--- config.mk ---
export PLATFORM = sky130hd
export DESIGN_NAME = instruction_fetch_stage
export DESIGN_NICKNAME = d
export VERILOG_FILES = /design/src/rtl/pipeline_pkg.sv /design/src/rtl/ifid_register.sv /design/src/rtl/instruction_fetch_stage.sv
export SDC_FILE = /design/constraint.sdc
export NUM_CORES = 1
export LEC_CHECK = 0
export ABC_AREA = 1
export BUFFER_PORTS_ARGS = -buffer_cell sky130_fd_sc_hd__clkbuf_2
export CELL_PAD_IN_SITES_DETAIL_PLACEMENT = 1
export CELL_PAD_IN_SITES_GLOBAL_PLACEMENT = 1
export CORE_MARGIN = 5
export CORE_UTILIZATION = 35
export CTS_BUF_LIST = sky130_fd_sc_hd__clkbuf_2
export CTS_CLUSTER_SIZE = 25
export DETAILED_ROUTE_END_ITERATION = 7
export PLACE_DENSITY = 0.93
export SYNTH_ARGS = -nofsm -noshare
export SYNTH_HDL_FRONTEND = slang
export SYNTH_SLANG_ARGS = --single-unit
--- constraint.sdc ---
create_clock -name Clk -period 1.6 [get_ports Clk]
set_input_delay 0.48 -clock Clk [delete_from_list [all_inputs] [get_ports Clk]]
set_output_delay 0.48 -clock Clk [all_outputs]
set_load 0.05 [all_outputs]
--- src/rtl/pipeline_pkg.sv ---
// Shared pipeline definitions: word type, the NOP bubble word, fetch FSM
// state encoding and a word-alignment helper.
package pipeline_pkg;

  typedef logic [31:0] word_t;

  // sll $0,$0,0 -- the canonical MIPS no-op used for bubbles.
  localparam word_t NOP_WORD = 32'h0000_0000;

  typedef enum logic {
    BOOT = 1'b0,
    RUN  = 1'b1
  } fetch_state_e;

  // Clear the two byte-offset bits so a branch/jump target is word aligned.
  function automatic word_t word_align(input word_t addr);
    return {addr[31:2], 2'b00};
  endfunction

endpackage

--- src/rtl/ifid_register.sv ---
// IF/ID pipeline register: instruction, PC+4 and valid bit.
// Update priority per edge: rst > flush > stall > capture.
// A flush or reset loads a bubble (NOP_VALUE, PC+4 = 0, valid = 0).
// A stall holds every field.
module ifid_register
  import pipeline_pkg::*;
#(
  parameter word_t NOP_VALUE = NOP_WORD
) (
  input  logic  clk,
  input  logic  rst,
  input  logic  flush,
  input  logic  stall,
  input  word_t instruction,
  input  word_t pc_plus4,
  output word_t ifid_instruction,
  output word_t ifid_pc_plus4,
  output logic  ifid_valid
);

  // Bubble on reset/flush, hold on stall, otherwise capture the fetched word.
  always_ff @(posedge clk) begin
    if (rst || flush) begin
      ifid_instruction <= NOP_VALUE;
      ifid_pc_plus4    <= '0;
      ifid_valid       <= 1'b0;
    end else if (!stall) begin
      ifid_instruction <= instruction;
      ifid_pc_plus4    <= pc_plus4;
      ifid_valid       <= 1'b1;
    end
  end

endmodule

--- src/rtl/instruction_fetch_stage.sv ---
// MIPS fetch stage: program counter, combinational instruction-memory
// address, and the IF/ID register.
// Optional feature macro FETCH_PERF_CNT_EN adds FetchCount / StallCount
// performance counters and their output ports.
//
// Control semantics: Stall holds the PC and IF/ID; PCSrc redirects the PC to
// the word-aligned Target even while stalled; Flush turns IF/ID into a bubble
// and wins over Stall. All three are sampled only on the rising edge.
module instruction_fetch_stage
  import pipeline_pkg::*;
#(
  parameter word_t RESET_PC = 32'h0000_0000
) (
  input  logic  Clk,
  input  logic  Rst,
  input  logic  Stall,
  input  logic  Flush,
  input  logic  PCSrc,
  input  word_t Target,
  output word_t Address,
  input  word_t Instruction,
  output word_t IFID_Instruction,
  output word_t IFID_PCPlus4,
  output logic  IFID_Valid
`ifdef FETCH_PERF_CNT_EN
  ,
  output word_t FetchCount,
  output word_t StallCount
`endif
);

  word_t        pc;
  word_t        pc_plus4;
  fetch_state_e fsm_state;

  // Wraps modulo 2^32 by construction of the 32-bit sum.
  assign pc_plus4 = pc + 32'd4;

  // While booting the PC is RESET_PC anyway; the mux just makes the BOOT
  // address explicit without adding any path from the control inputs.
  assign Address = (fsm_state == BOOT) ? RESET_PC : pc;

  // Fetch control FSM: BOOT while in reset, RUN from the first edge after.
  always_ff @(posedge Clk) begin
    if (Rst) begin
      fsm_state <= BOOT;
    end else begin
      fsm_state <= RUN;
    end
  end

  // Next-PC selection: Rst > PCSrc > Stall > sequential PC+4.
  always_ff @(posedge Clk) begin
    if (Rst) begin
      pc <= RESET_PC;
    end else if (PCSrc) begin
      pc <= word_align(Target);
    end else if (!Stall) begin
      pc <= pc_plus4;
    end
  end

  ifid_register #(
    .NOP_VALUE(NOP_WORD)
  ) u_ifid (
    .clk             (Clk),
    .rst             (Rst),
    .flush           (Flush),
    .stall           (Stall),
    .instruction     (Instruction),
    .pc_plus4        (pc_plus4),
    .ifid_instruction(IFID_Instruction),
    .ifid_pc_plus4   (IFID_PCPlus4),
    .ifid_valid      (IFID_Valid)
  );

`ifdef FETCH_PERF_CNT_EN
  logic capture;

  // Mirrors the IF/ID capture branch (Rst is handled in the counter block).
  assign capture = !Flush && !Stall;

  // Performance counters: captures and non-flushed stall edges, wrapping.
  always_ff @(posedge Clk) begin
    if (Rst) begin
      FetchCount <= '0;
      StallCount <= '0;
    end else begin
      if (capture) begin
        FetchCount <= FetchCount + 32'd1;
      end
      if (Stall && !Flush) begin
        StallCount <= StallCount + 32'd1;
      end
    end
  end
`endif

endmodule

# [Yosys cells after proc, flatten, opt, wreduce, memory -nomap -nowiden]
# Index checks and enable logic that the tools add are counted.
[totals] reg_bits=98 inputBits=69 wordCells=14
[op_classes] n_addsub=1 n_eq_ne=1 mux=4 reduce_logical=2
[ops] op="2-to-1 mux 32 bit" n=3
[ops] op="adder 32 x 3 -> 32 bit (second input constant)" n=1
[ops] op="!= test 2 x 1 -> 1 bit (second input constant)" n=1
[ops] op="OR reduction 2 bit" n=1
[ops] op="logical OR 1 bit" n=1
[ops] op="2-to-1 mux 1 bit" n=1

# [Depth between registers and ports, before layout]
# Gate-level depths: netlist of run 1.
[logic_depth] word_depth=3 ltp_mapped=10

# [Hierarchy]
# A second synthesis of run 1 with hierarchy kept.
[hier_totals] cells_unflattened=837 area_unflattened_um2=5136.2
[by_module_without_submodules] module="ifid_register" n_inst=1 cells_each=409 area_per_inst_um2=2658.8
[by_module_without_submodules] module="instruction_fetch_stage" n_inst=1 cells_each=428 area_per_inst_um2=2477.4

# [Worst setup path before layout of run 1]
# OpenSTA, ideal clock, no wires.
[synth_path] path_type="reg-to-reg" from="register pc[2]" to="register pc[14]" arrival_ns=1.344 slack_ns=0.142 stages_incl_launch_ff=10 period_less_slack_ns=1.458 cell_sequence="dfxtp_1 > ha_1 > nand2_2 > nor2_2 > nand2_4 > nor2_2 > nand2_1 > nand3_1 > nor2_1 > o21a_1"
[synth_between] elab_chain_cells=3
[synth_lines] element="from (decl)" line_no="instruction_fetch_stage.sv:32" rtl="word_t pc;"
[synth_lines] element="from (signal assigned)" line_no="instruction_fetch_stage.sv:57" rtl="pc <= word_align(Target);"
[synth_lines] element="from (signal assigned)" line_no="instruction_fetch_stage.sv:59" rtl="pc <= pc_plus4;"
[synth_lines] element="adder 32 x 3 -> 32 bit" line_no="instruction_fetch_stage.sv:37" rtl="assign pc_plus4 = pc + 32'd4;"
[synth_lines] element="2-to-1 mux 32 bit" line_no="instruction_fetch_stage.sv:58" rtl="end else if (!Stall) begin"
[synth_lines] element="2-to-1 mux 32 bit" line_no="instruction_fetch_stage.sv:56" rtl="end else if (PCSrc) begin"
# Every way passes these cells. The select of a mux whose other input is x is not followed.
# A chain may end at the register's enable or synchronous reset.

# [Worst setup path after layout of run 1]
[layout_path] from="register fsm_state" to="output port Address[10]"
[layout_between] elab_chain_cells=1
[layout_lines] element="from (decl)" line_no="instruction_fetch_stage.sv:34" rtl="fetch_state_e fsm_state;"
[layout_lines] element="from (signal assigned)" line_no="instruction_fetch_stage.sv:46" rtl="fsm_state <= BOOT;"
[layout_lines] element="from (signal assigned)" line_no="instruction_fetch_stage.sv:48" rtl="fsm_state <= RUN;"
[layout_lines] element="2-to-1 mux 32 bit" line_no="instruction_fetch_stage.sv:41" rtl="assign Address = (fsm_state == BOOT) ? RESET_PC : pc;"
[layout_lines] element="to (decl)" line_no="instruction_fetch_stage.sv:20" rtl="output word_t Address,"
# Every way passes these cells.

==> summary.md, run 1 <==
| Metric | Value |
|---|---|
| Status | finished, violations left |
| Violated checks | hold timing, setup timing |
| Min Hold Slack | -0.00382 ns |
| GPL Wtd Cong | 0.904 |
| Post-synthesis sequential area ratio | 40.7% |
| Vias in the first global route | 6423 |
| Layout cells sized above 1 | 53.5% |
| Initial antenna violation count | 0 |
| Die Y-Extent | 125 um |
| Unrepaired setup endpoints after global routing | yes |
| Dpl ws | -0.0873 ns |
| I/O Pins | 166 |
| Post-DRT Antenna Nets | 0 |
| Final worst setup slack | -0.597 ns |
| Yosys top cell area share | 40.7% |
| Post-synthesis mux area share | 0% |
| Nets@finish | 1003 |
| Count leader, synth | nand2_1 |
| First-pass GRT wire length | 35300 um |
| Synth Area in Compound Gates | 13.7% |
| Fin. Hold Viols | 2 |
| Synth cell types | 30 |
| Tmin final | 2.20 ns |
| Vias | 6303 |
| Main synth FF type | dfxtp_1 |
| PD cells | 599 nW/um^2 |
| Design area | 8700 sq um |
| Post-Synth Adder-Cell Area | 0.270% |
| Fmax | 0.455 GHz |
| Largest family of logic cells by synthesized area | simple AND/OR/NAND/NOR gates |
| Tot GR Track Use | 28.5% |
| Ranking of synthesized cells by area | dfxtp_1 41%, nand2_1 19%, a21oi_1 8.2%, inv_1 6.5%, nor2_1 4.5% |
| Post-synth EDFFs | 0 |
| Core area | 13100 sq um |
| Peak VDD IR | 0.512 mV |
| Cells after synthesis | 715 |
| Setup slack, reg-to-reg | -0.16 ns |
| Routed WL per cell | 25.9 um |
| Initial Util | 35.4% |
| Synthesized area | 4630 sq um |
| Clk_lat worst skew | 0.68 ns |
| Drt pass-1 iters | 6 |
| Crit path arrival time | 1.72 ns |
| XOR/XNOR Fraction of Synth Area | 0.946% |
| Syn-to-layout area delta | 87.9% |
| Fin crit share | 137% |
| 1st-iter DRT viols | 491 |
| Most frequent cells after synthesis | 238 x nand2_1, 94 x dfxtp_1, 80 x inv_1 |
| CTS tree | done |
| CTS Root Cell | clkbuf_2 |
| DP Cell Count | 1051 |
| Synthesized area per cell | 6.47 sq um |
| Row count | 42 |
| Ant diodes | 0 |
| Die footprint | 15600 sq um |
| Die width | 125 um |
| Slew Viols, Final | 0 |
| H-tree Lvls | 3 |
| Final Skew | 0.0311 ns |
| Critical path class | reg2out |
| Req. time, crit path | 1.12 ns |
| Largest net degree at the start of global routing | 67 |
| Setup crit end kind | output port |
| Placed Area | 6300 sq um |
| Ys Warns | 0 |
| Crit-path max FO | 6 |
| CP Launch Type | register |
| CTS Buf Count | 9 |
| PortBufs | 159 |
| Vias/cell | 5.66 |
| Final wirelength | 28900 um |
| Synth async-reset ratio | 0% |
| Min-Delay Path Class | in2reg |
| Fin cells | 1114 |
| Residual DRC | 0 |
| Clock-pin transition on the worst setup and hold timing paths | 0.28 ns |
| Dpl hpwl | 13200 um |
| Max clock buf depth | 2 |
| Max-cap violations | 0 |
| Number of clock sinks | 94 |
| Largest area contributor in the netlist | dfxtp_1 |
| Overflow after GRT | 0 |
| Simple-Gate Fraction of Synth Area | 34.0% |
| Seq cells post-synth | 94 |
| Pleak | 3.74 nW |
| Final setup fails | 131 |
## timing repair
action                     4_1_cts  5_1_grt
setup buffers                   12       27
cloned                           3        0
hold buffers                     0        9
hold endpoints to repair         0        9
pin swaps                       21       46
gates resized for setup        337      153
setup endpoints to repair      112      137
## worst paths after layout
check | cells past startpoint | to | from
hold / removal | 3 | u_ifid.ifid_instruction[24] | Instruction[24]
hold reg to reg | 2 | u_ifid.ifid_pc_plus4[25] | u_ifid.ifid_pc_plus4[25]
setup reg to reg | 8 | pc[29] | pc[27]
setup / recovery | 5 | Address[10] | fsm_state
## area by class of cell
cell class              count  area (sq um)
inverters                  82           333
flip-flops and latches     94          2010
well taps                 176           220
multi-input cells         502          2840
clock buffers              10          50.0
repair buffers            244          3210
fillers                  1486          4390
clock inverters             6          38.8
## flip-flops by register name (all words and copies together), names as in the netlist
signal and cells:
u_ifid.ifid_instruction 32, pc 30, u_ifid.ifid_valid 1, fsm_state 1, u_ifid.ifid_pc_plus4 30
## metrics by stage
step	util (%)	TNS, ns	power [mW]
global placement	48.1	0	3.56
floorplan	-	0	3.13
detailed placement	48.1	-0.372	3.60
CTS	60.9	-20.92	4.91
global route	66.5	-34.61	5.36
finish	66.5	-27.46	5.21
## kinds of logic after synthesis
group                    after synthesis
other                                  1
flip-flops                            94
AO/OA/AOI/OAI                        122
adder cells (fa/ha/maj)                1
AND/OR/NAND/NOR                      370
buffers and inverters                122
XOR/XNOR                               5
## critical path, stage by stage, from the launching register on
cell	delay, ns
dfxtp_4	0.46
buf_6	0.15
buf_16	0.15
nand2_2	0.07
inv_2	0.07
buf_12	0.13
## cell usage in the layout (no fill, tap or decap), drive strengths merged
master / instances
inv: 82
clkinvlp: 1
dlygate4sd3: 9
nand3b: 2
or2: 2
dfxtp: 94
a21oi: 76
xor2: 4
nor2: 69
and2: 1
a31oi: 5
o21ai: 34
o21a: 5
nand3: 37
ha: 1
conb: 4
a22o: 1
nor3: 1
nand4: 16
o211ai: 1
nand2: 242
xnor2: 1
buf: 116
clkbuf: 129
clkinv: 5
## routing by layer
metal  track usage, %  up-vias  share of wire (%)
met5                0        -                  0
met4             14.3        0                7.1
met3             7.89      159                7.7
met2             53.6      414                 51
met1             28.5     3053                 34
li1                 -     2677                  -
## where the power goes
group,internal [mW],switching (mW),leakage (nW)
combinational,0.603,0.879,2.87
sequential,2.44,0.119,0.807
clock,0.207,0.963,0.0593
Note: power is estimated with default switching activity, not from simulation.
==> run 2: changes to the inputs <==
TNS_END_PERCENT = 50   (was default)
==> summary.md, run 2 (synthesized netlist as in run 1, its figures left out) <==
| Metric | Value |
|---|---|
| Die footprint | 15600 sq um |
| Fmax | 0.442 GHz |
| Routed WL per cell | 31.0 um |
| Die Y-Extent | 125 um |
| Final Skew | 0.0584 ns |
| CTS tree | done |
| CTS Buf Count | 9 |
| Clock power share | 22.6% |
| Fin. Hold Viols | 1 |
| WL met2 | 16200 um |
| Drt pass-1 iters | 5 |
| Die width | 125 um |
| R2R Path End | pc[12] |
| Final wirelength | 35000 um |
| Pleak | 3.78 nW |
| Unrepaired setup endpoints after global routing | yes |
| Initial Util | 35.4% |
| Routed wl met3 | 3780 um |
| Row count | 42 |
| Combinational share of power | 29.4% |
| I/O Pins | 166 |
| Sw frac | 39.1% |
| Crit path arrival time | 1.78 ns |
| Final setup fails | 146 |
| First-pass GRT wire length | 35800 um |
| Final Util | 66.9% |
| Post-DRT Antenna Nets | 0 |
| Largest net degree at the start of global routing | 67 |
| Syn-to-layout area delta | 89.1% |
| Final worst setup slack | -0.663 ns |
| Max clock buf depth | 2 |
| H-tree Lvls | 3 |
| Overflow after GRT | 0 |
| FILL cells | 1475 |
| Reg2reg start | pc[2] |
| Tot GR Track Use | 28.8% |
| Core area | 13100 sq um |
| Min Hold Slack | -0.0303 ns |
| Crit-path max FO | 6 |
| DR top layer | met5 |
| Number of clock sinks | 94 |
| Tmin final | 2.26 ns |
| Critical path class | reg2out |
| CP Launch Type | register |
| Hold Path Cell Cnt | 3 |
| Int Pwr | 3.28 mW |
| Vias in the first global route | 6468 |
| Slew Viols, Final | 0 |
| GPL Wtd Cong | 0.904 |
| Setup slack, reg-to-reg | -0.53 ns |
| Dpl hpwl | 13200 um |
| PD cells | 615 nW/um^2 |
| Worst Reg-to-Reg Cells | 13 |
| Initial antenna violation count | 2 |
| Vias/cell | 6.13 |
| Psw | 2.11 mW |
| Nets@finish | 1012 |
| Fin crit share | 141% |
| Biggest regs | u_ifid.ifid_instruction (32), pc (30), u_ifid.ifid_pc_plus4 (30) |
| Pwr Total | 5.38 mW |
| Placed Area | 6300 sq um |
| M1 WL | 11300 um |
| Max FFs per register | 32 |
| Clock-pin transition on the worst setup and hold timing paths | 0.34 ns |
| CTS Root Cell | clkbuf_2 |
| Setup crit end kind | output port |
| Vias | 6904 |
| Seq pwr share | 48.0% |
| Layout cells sized above 1 | 48.8% |
| Most frequent cells in the layout | 192 x nand2_1, 76 x clkbuf_2, 73 x dfxtp_2 |
| Largest Register | u_ifid.ifid_instruction |
| Status | finished, violations left |
| 1st-iter DRT viols | 823 |
| Commonest non-fill, non-tap cell in the layout | nand2_1 |
| Min-Delay Path Class | in2reg |
| Violated checks | hold timing, setup timing |
| Design area | 8750 sq um |
| PortBufs | 159 |
| Peak VDD IR | 0.561 mV |
| Residual DRC | 0 |
| Hold EP | u_ifid.ifid_instruction[21] |
| Req. time, crit path | 1.12 ns |
| Min-delay src | Instruction[21] |
| Clk_lat worst skew | 0.72 ns |
| Max-cap violations | 0 |
## run 2: changes by cell type in the layout (fill, tap and decap cells not counted), moves of 3 or more
cell	delta
nand2_1	+16
nand3_2	-6
diode_2	+4
dlygate4sd3_1	+16
buf_6	+4
a21oi_1	+4
nand2_2	-18
buf_4	-12
nand3_1	+5
a21oi_2	-5
nor2_1	+7
nor2_2	-3
nor2_4	-4
## run 2: per-layer routing
metal / up-vias / global-route usage [%]
met5: - / 0
met4: 2 / 12.5
met3: 313 / 9.89
met2: 670 / 54.6
met1: 3224 / 28.3
li1: 2695 / -
## run 2: through the flow
step                      setup slack [ns]  std cells  setup TNS (ns)
final                               -0.663       1127          -43.64
after global routing                -0.722       1126          -48.59
after CTS                           -0.494       1076          -20.94
after detailed placement           -0.0873       1051          -0.372
after global placement              0.0590       1051               0
after floorplan                      0.142        718               0
## run 2: how the worst max path moves through the flow
stage | endpoint | startpoint | depth (start not counted)
floorplan | pc[14] | pc[2] | 9
global placement | pc[16] | pc[2] | 8
detailed placement | pc[16] | pc[2] | 8
CTS | Address[13] | fsm_state | 5
global route | Address[12] | fsm_state | 5
finish | Address[12] | fsm_state | 5
## run 2: timing repair
action                                 4_1_cts  5_1_grt
endpoints found under the hold margin        0       25
setup buffers                                7       24
setup endpoints to repair                  112      139
hold buffers                                 0       25
pin swaps                                   12       28
cloned                                       3        0
resized for setup                          329      132
## run 2: worst max-delay path: stages (launching register included)
cell and delay [ns]:
dfxtp_4 0.47, buf_6 0.16, buf_16 0.15, nand2_2 0.07, inv_2 0.09, buf_12 0.14
## run 2: layout make-up
class                   instances  area [sq um]  area share (%)
inverters                      82           330            3.77
diodes                          4          10.0           0.114
clock buffers                  10          50.0           0.572
clock inverters                 6          38.8           0.443
well taps                     176           220            2.52
flip-flops and latches         94          2010            22.9
repair buffers                253          3340            38.2
multi-input cells             502          2750            31.5
## run 2: power by group through the flow
| stage | combinational (mW) | clock, mW | sequential [mW] |
|---|---|---|---|
| after floorplan | 0.456 | 0 | 2.68 |
| after detailed placement | 1.05 | 0 | 2.55 |
| after CTS | 1.25 | 1.11 | 2.54 |
| after global placement | 1.02 | 0 | 2.54 |
| after global routing | 1.62 | 1.29 | 2.58 |
| final | 1.58 | 1.22 | 2.58 |
==> run 3: changes to the inputs <==
clock period = 2.25 ns   (was 1.6 ns; I/O delays follow)
==> summary.md, run 3 (synthesized netlist as in run 1, its figures left out) <==
| Metric | Value |
|---|---|
| Worst Reg-to-Reg Cells | 9 |
| Peak VDD IR | 0.377 mV |
| Die footprint | 15600 sq um |
| Layout cells sized above 1 | 26.7% |
| Status | complete, no violations |
| CTS Buf Count | 9 |
| Placed Area | 5590 sq um |
| 1st-iter DRT viols | 232 |
| Die width | 125 um |
| Combinational share of power | 19.4% |
| Unrepaired setup endpoints after global routing | yes |
| Commonest non-fill, non-tap cell in the layout | nand2_1 |
| Clock-pin transition on the worst setup and hold timing paths | 0.27 ns |
| Fin crit share | 96.9% |
| CTS tree | done |
| Max clock buf depth | 2 |
| Vias in the first global route | 5406 |
| Critical Path, Cell by Cell | buf_12 -> nand2_1 -> inv_2 -> buf_8 |
| PortBufs | 159 |
| Clk_lat worst skew | 0.60 ns |
| CTS Root Cell | clkbuf_2 |
| Dpl hpwl | 11900 um |
| Max-slew headroom | 62.7% |
| Setup slack, reg-to-reg | 0.43 ns |
| Req. time, crit path | 1.57 ns |
| Dpl ws | 0.295 ns |
| Fmax | 0.459 GHz |
| Drt pass-1 iters | 4 |
| Psw | 1.14 mW |
| First-pass GRT wire length | 26700 um |
| Critical path class | reg2out |
| Min-Delay Path Class | in2reg |
| Initial Util | 35.4% |
| Post-DRT Antenna Nets | 0 |
| Seq pwr share | 52.0% |
| Die Y-Extent | 125 um |
| Clock power share | 28.7% |
| Largest net degree at the start of global routing | 79 |
| Actual slew at the worst max-slew pin | 0.559 ns |
| Most frequent cells in the layout | 237 x nand2_1, 138 x clkbuf_2, 93 x dfxtp_1 |
| Row count | 42 |
| Max FFs per register | 32 |
| Crit path arrival time | 1.51 ns |
| Pwr Total | 3.45 mW |
| Ant diodes | 0 |
| PD cells | 569 nW/um^2 |
| FILL cells | 1762 |
| Number of clock sinks | 94 |
| Final Skew | 0.0267 ns |
| GPL Wtd Cong | 0.848 |
| Routed WL per cell | 15.8 um |
| Reg2reg start | pc[2] |
| Overflow after GRT | 0 |
| Crit-path max FO | 15 |
| CP Launch Type | register |
| DP Cell Count | 1022 |
| Vias/cell | 4.98 |
| Design area | 6070 sq um |
| Slowest-stage cell, CP | dfxtp_4 |
| Residual DRC | 0 |
| Biggest regs | u_ifid.ifid_instruction (32), pc (30), u_ifid.ifid_pc_plus4 (30) |
| CP Launch Point | fsm_state |
| Max-cap violations | 0 |
| Fin cells | 1038 |
| I/O Pins | 166 |
| Critical Path Max Stage Delay | 0.44 ns |
| Setup crit end kind | output port |
| Worst setup path end | Address[20] |
| Syn-to-layout area delta | 31.1% |
| Initial antenna violation count | 0 |
| Largest Register | u_ifid.ifid_instruction |
| Postcts setup bufs | 0 |
| Fin. Hold Viols | 0 |
| Final wirelength | 16400 um |
| Final worst setup slack | 0.0699 ns |
| Setup TNS Final | 0 ns |
| Slew Viols, Final | 0 |
| R2R Path End | pc[14] |
| H-tree Lvls | 3 |
| Int Pwr | 2.31 mW |
| Final setup fails | 0 |
| Core area | 13100 sq um |
| Tot GR Track Use | 20.8% |
| Sw frac | 33.1% |
| Tmin final | 2.18 ns |
| Pleak | 2.70 nW |
| Vias | 5171 |
| Nets@finish | 927 |
-- run 3: stage by stage --
stage               hold slack [ns]  util (%)
global placement              0.442      42.7
finish                        0.264      46.4
detailed placement            0.458      42.7
CTS                           0.192      45.9
floorplan                     0.493         -
global route                  0.168      46.4
-- run 3: repair_timing --
action | in CTS | in global routing
resized for setup | 63 | 58
gates cloned | 0 | 0
setup endpoints to repair | 30 | 30
hold buffers | 0 | 0
hold endpoints to repair | 0 | 0
-- run 3: how the worst min path moves through the flow --
stage | startpoint | end | cells after the start | slack, ns
floorplan | pc[8] | pc[8] | 2 | 0.49
global placement | u_ifid.ifid_instruction[31] | u_ifid.ifid_instruction[31] | 2 | 0.44
detailed placement | u_ifid.ifid_pc_plus4[20] | u_ifid.ifid_pc_plus4[20] | 2 | 0.46
CTS | Instruction[6] | u_ifid.ifid_instruction[6] | 3 | 0.19
global route | Instruction[3] | u_ifid.ifid_instruction[3] | 3 | 0.17
finish | Instruction[6] | u_ifid.ifid_instruction[6] | 3 | 0.26
-- run 3: layout make-up --
cell class	instances	area, sq um	share of cell area, %
multi-input combinational	502	2280	37.6
timing repair buffer	168	1220	20.2
clock buffer	9	45.0	0.743
sequential	94	1890	31.1
inverter	82	308	5.07
tap	176	220	3.63
clock inverter	7	98.8	1.63
-- run 3: routing by layer --
layer / up-vias / wire length, um / GRT usage (%)
met4: 0 / 248 / 6.89
met3: 20 / 1270 / 6.31
met5: - / 0 / 0
met1: 2468 / 6530 / 23.3
li1: 2526 / - / -
met2: 157 / 8350 / 37.6
-- run 3: critical path, delay by kind of cell (launching register included) --
family                 cells  cell delay [ns]
buffers and inverters      3             0.36
flip-flops                 1             0.44
AND/OR/NAND/NOR            1             0.10
-- run 3: power groups by stage --
stage	logic [mW]	registers [mW]	clock network, mW
floorplan	0.324	1.90	0
global placement	0.597	1.82	0
detailed placement	0.612	1.82	0
CTS	0.650	1.79	1.03
global route	0.725	1.80	1.10
finish	0.669	1.79	0.990
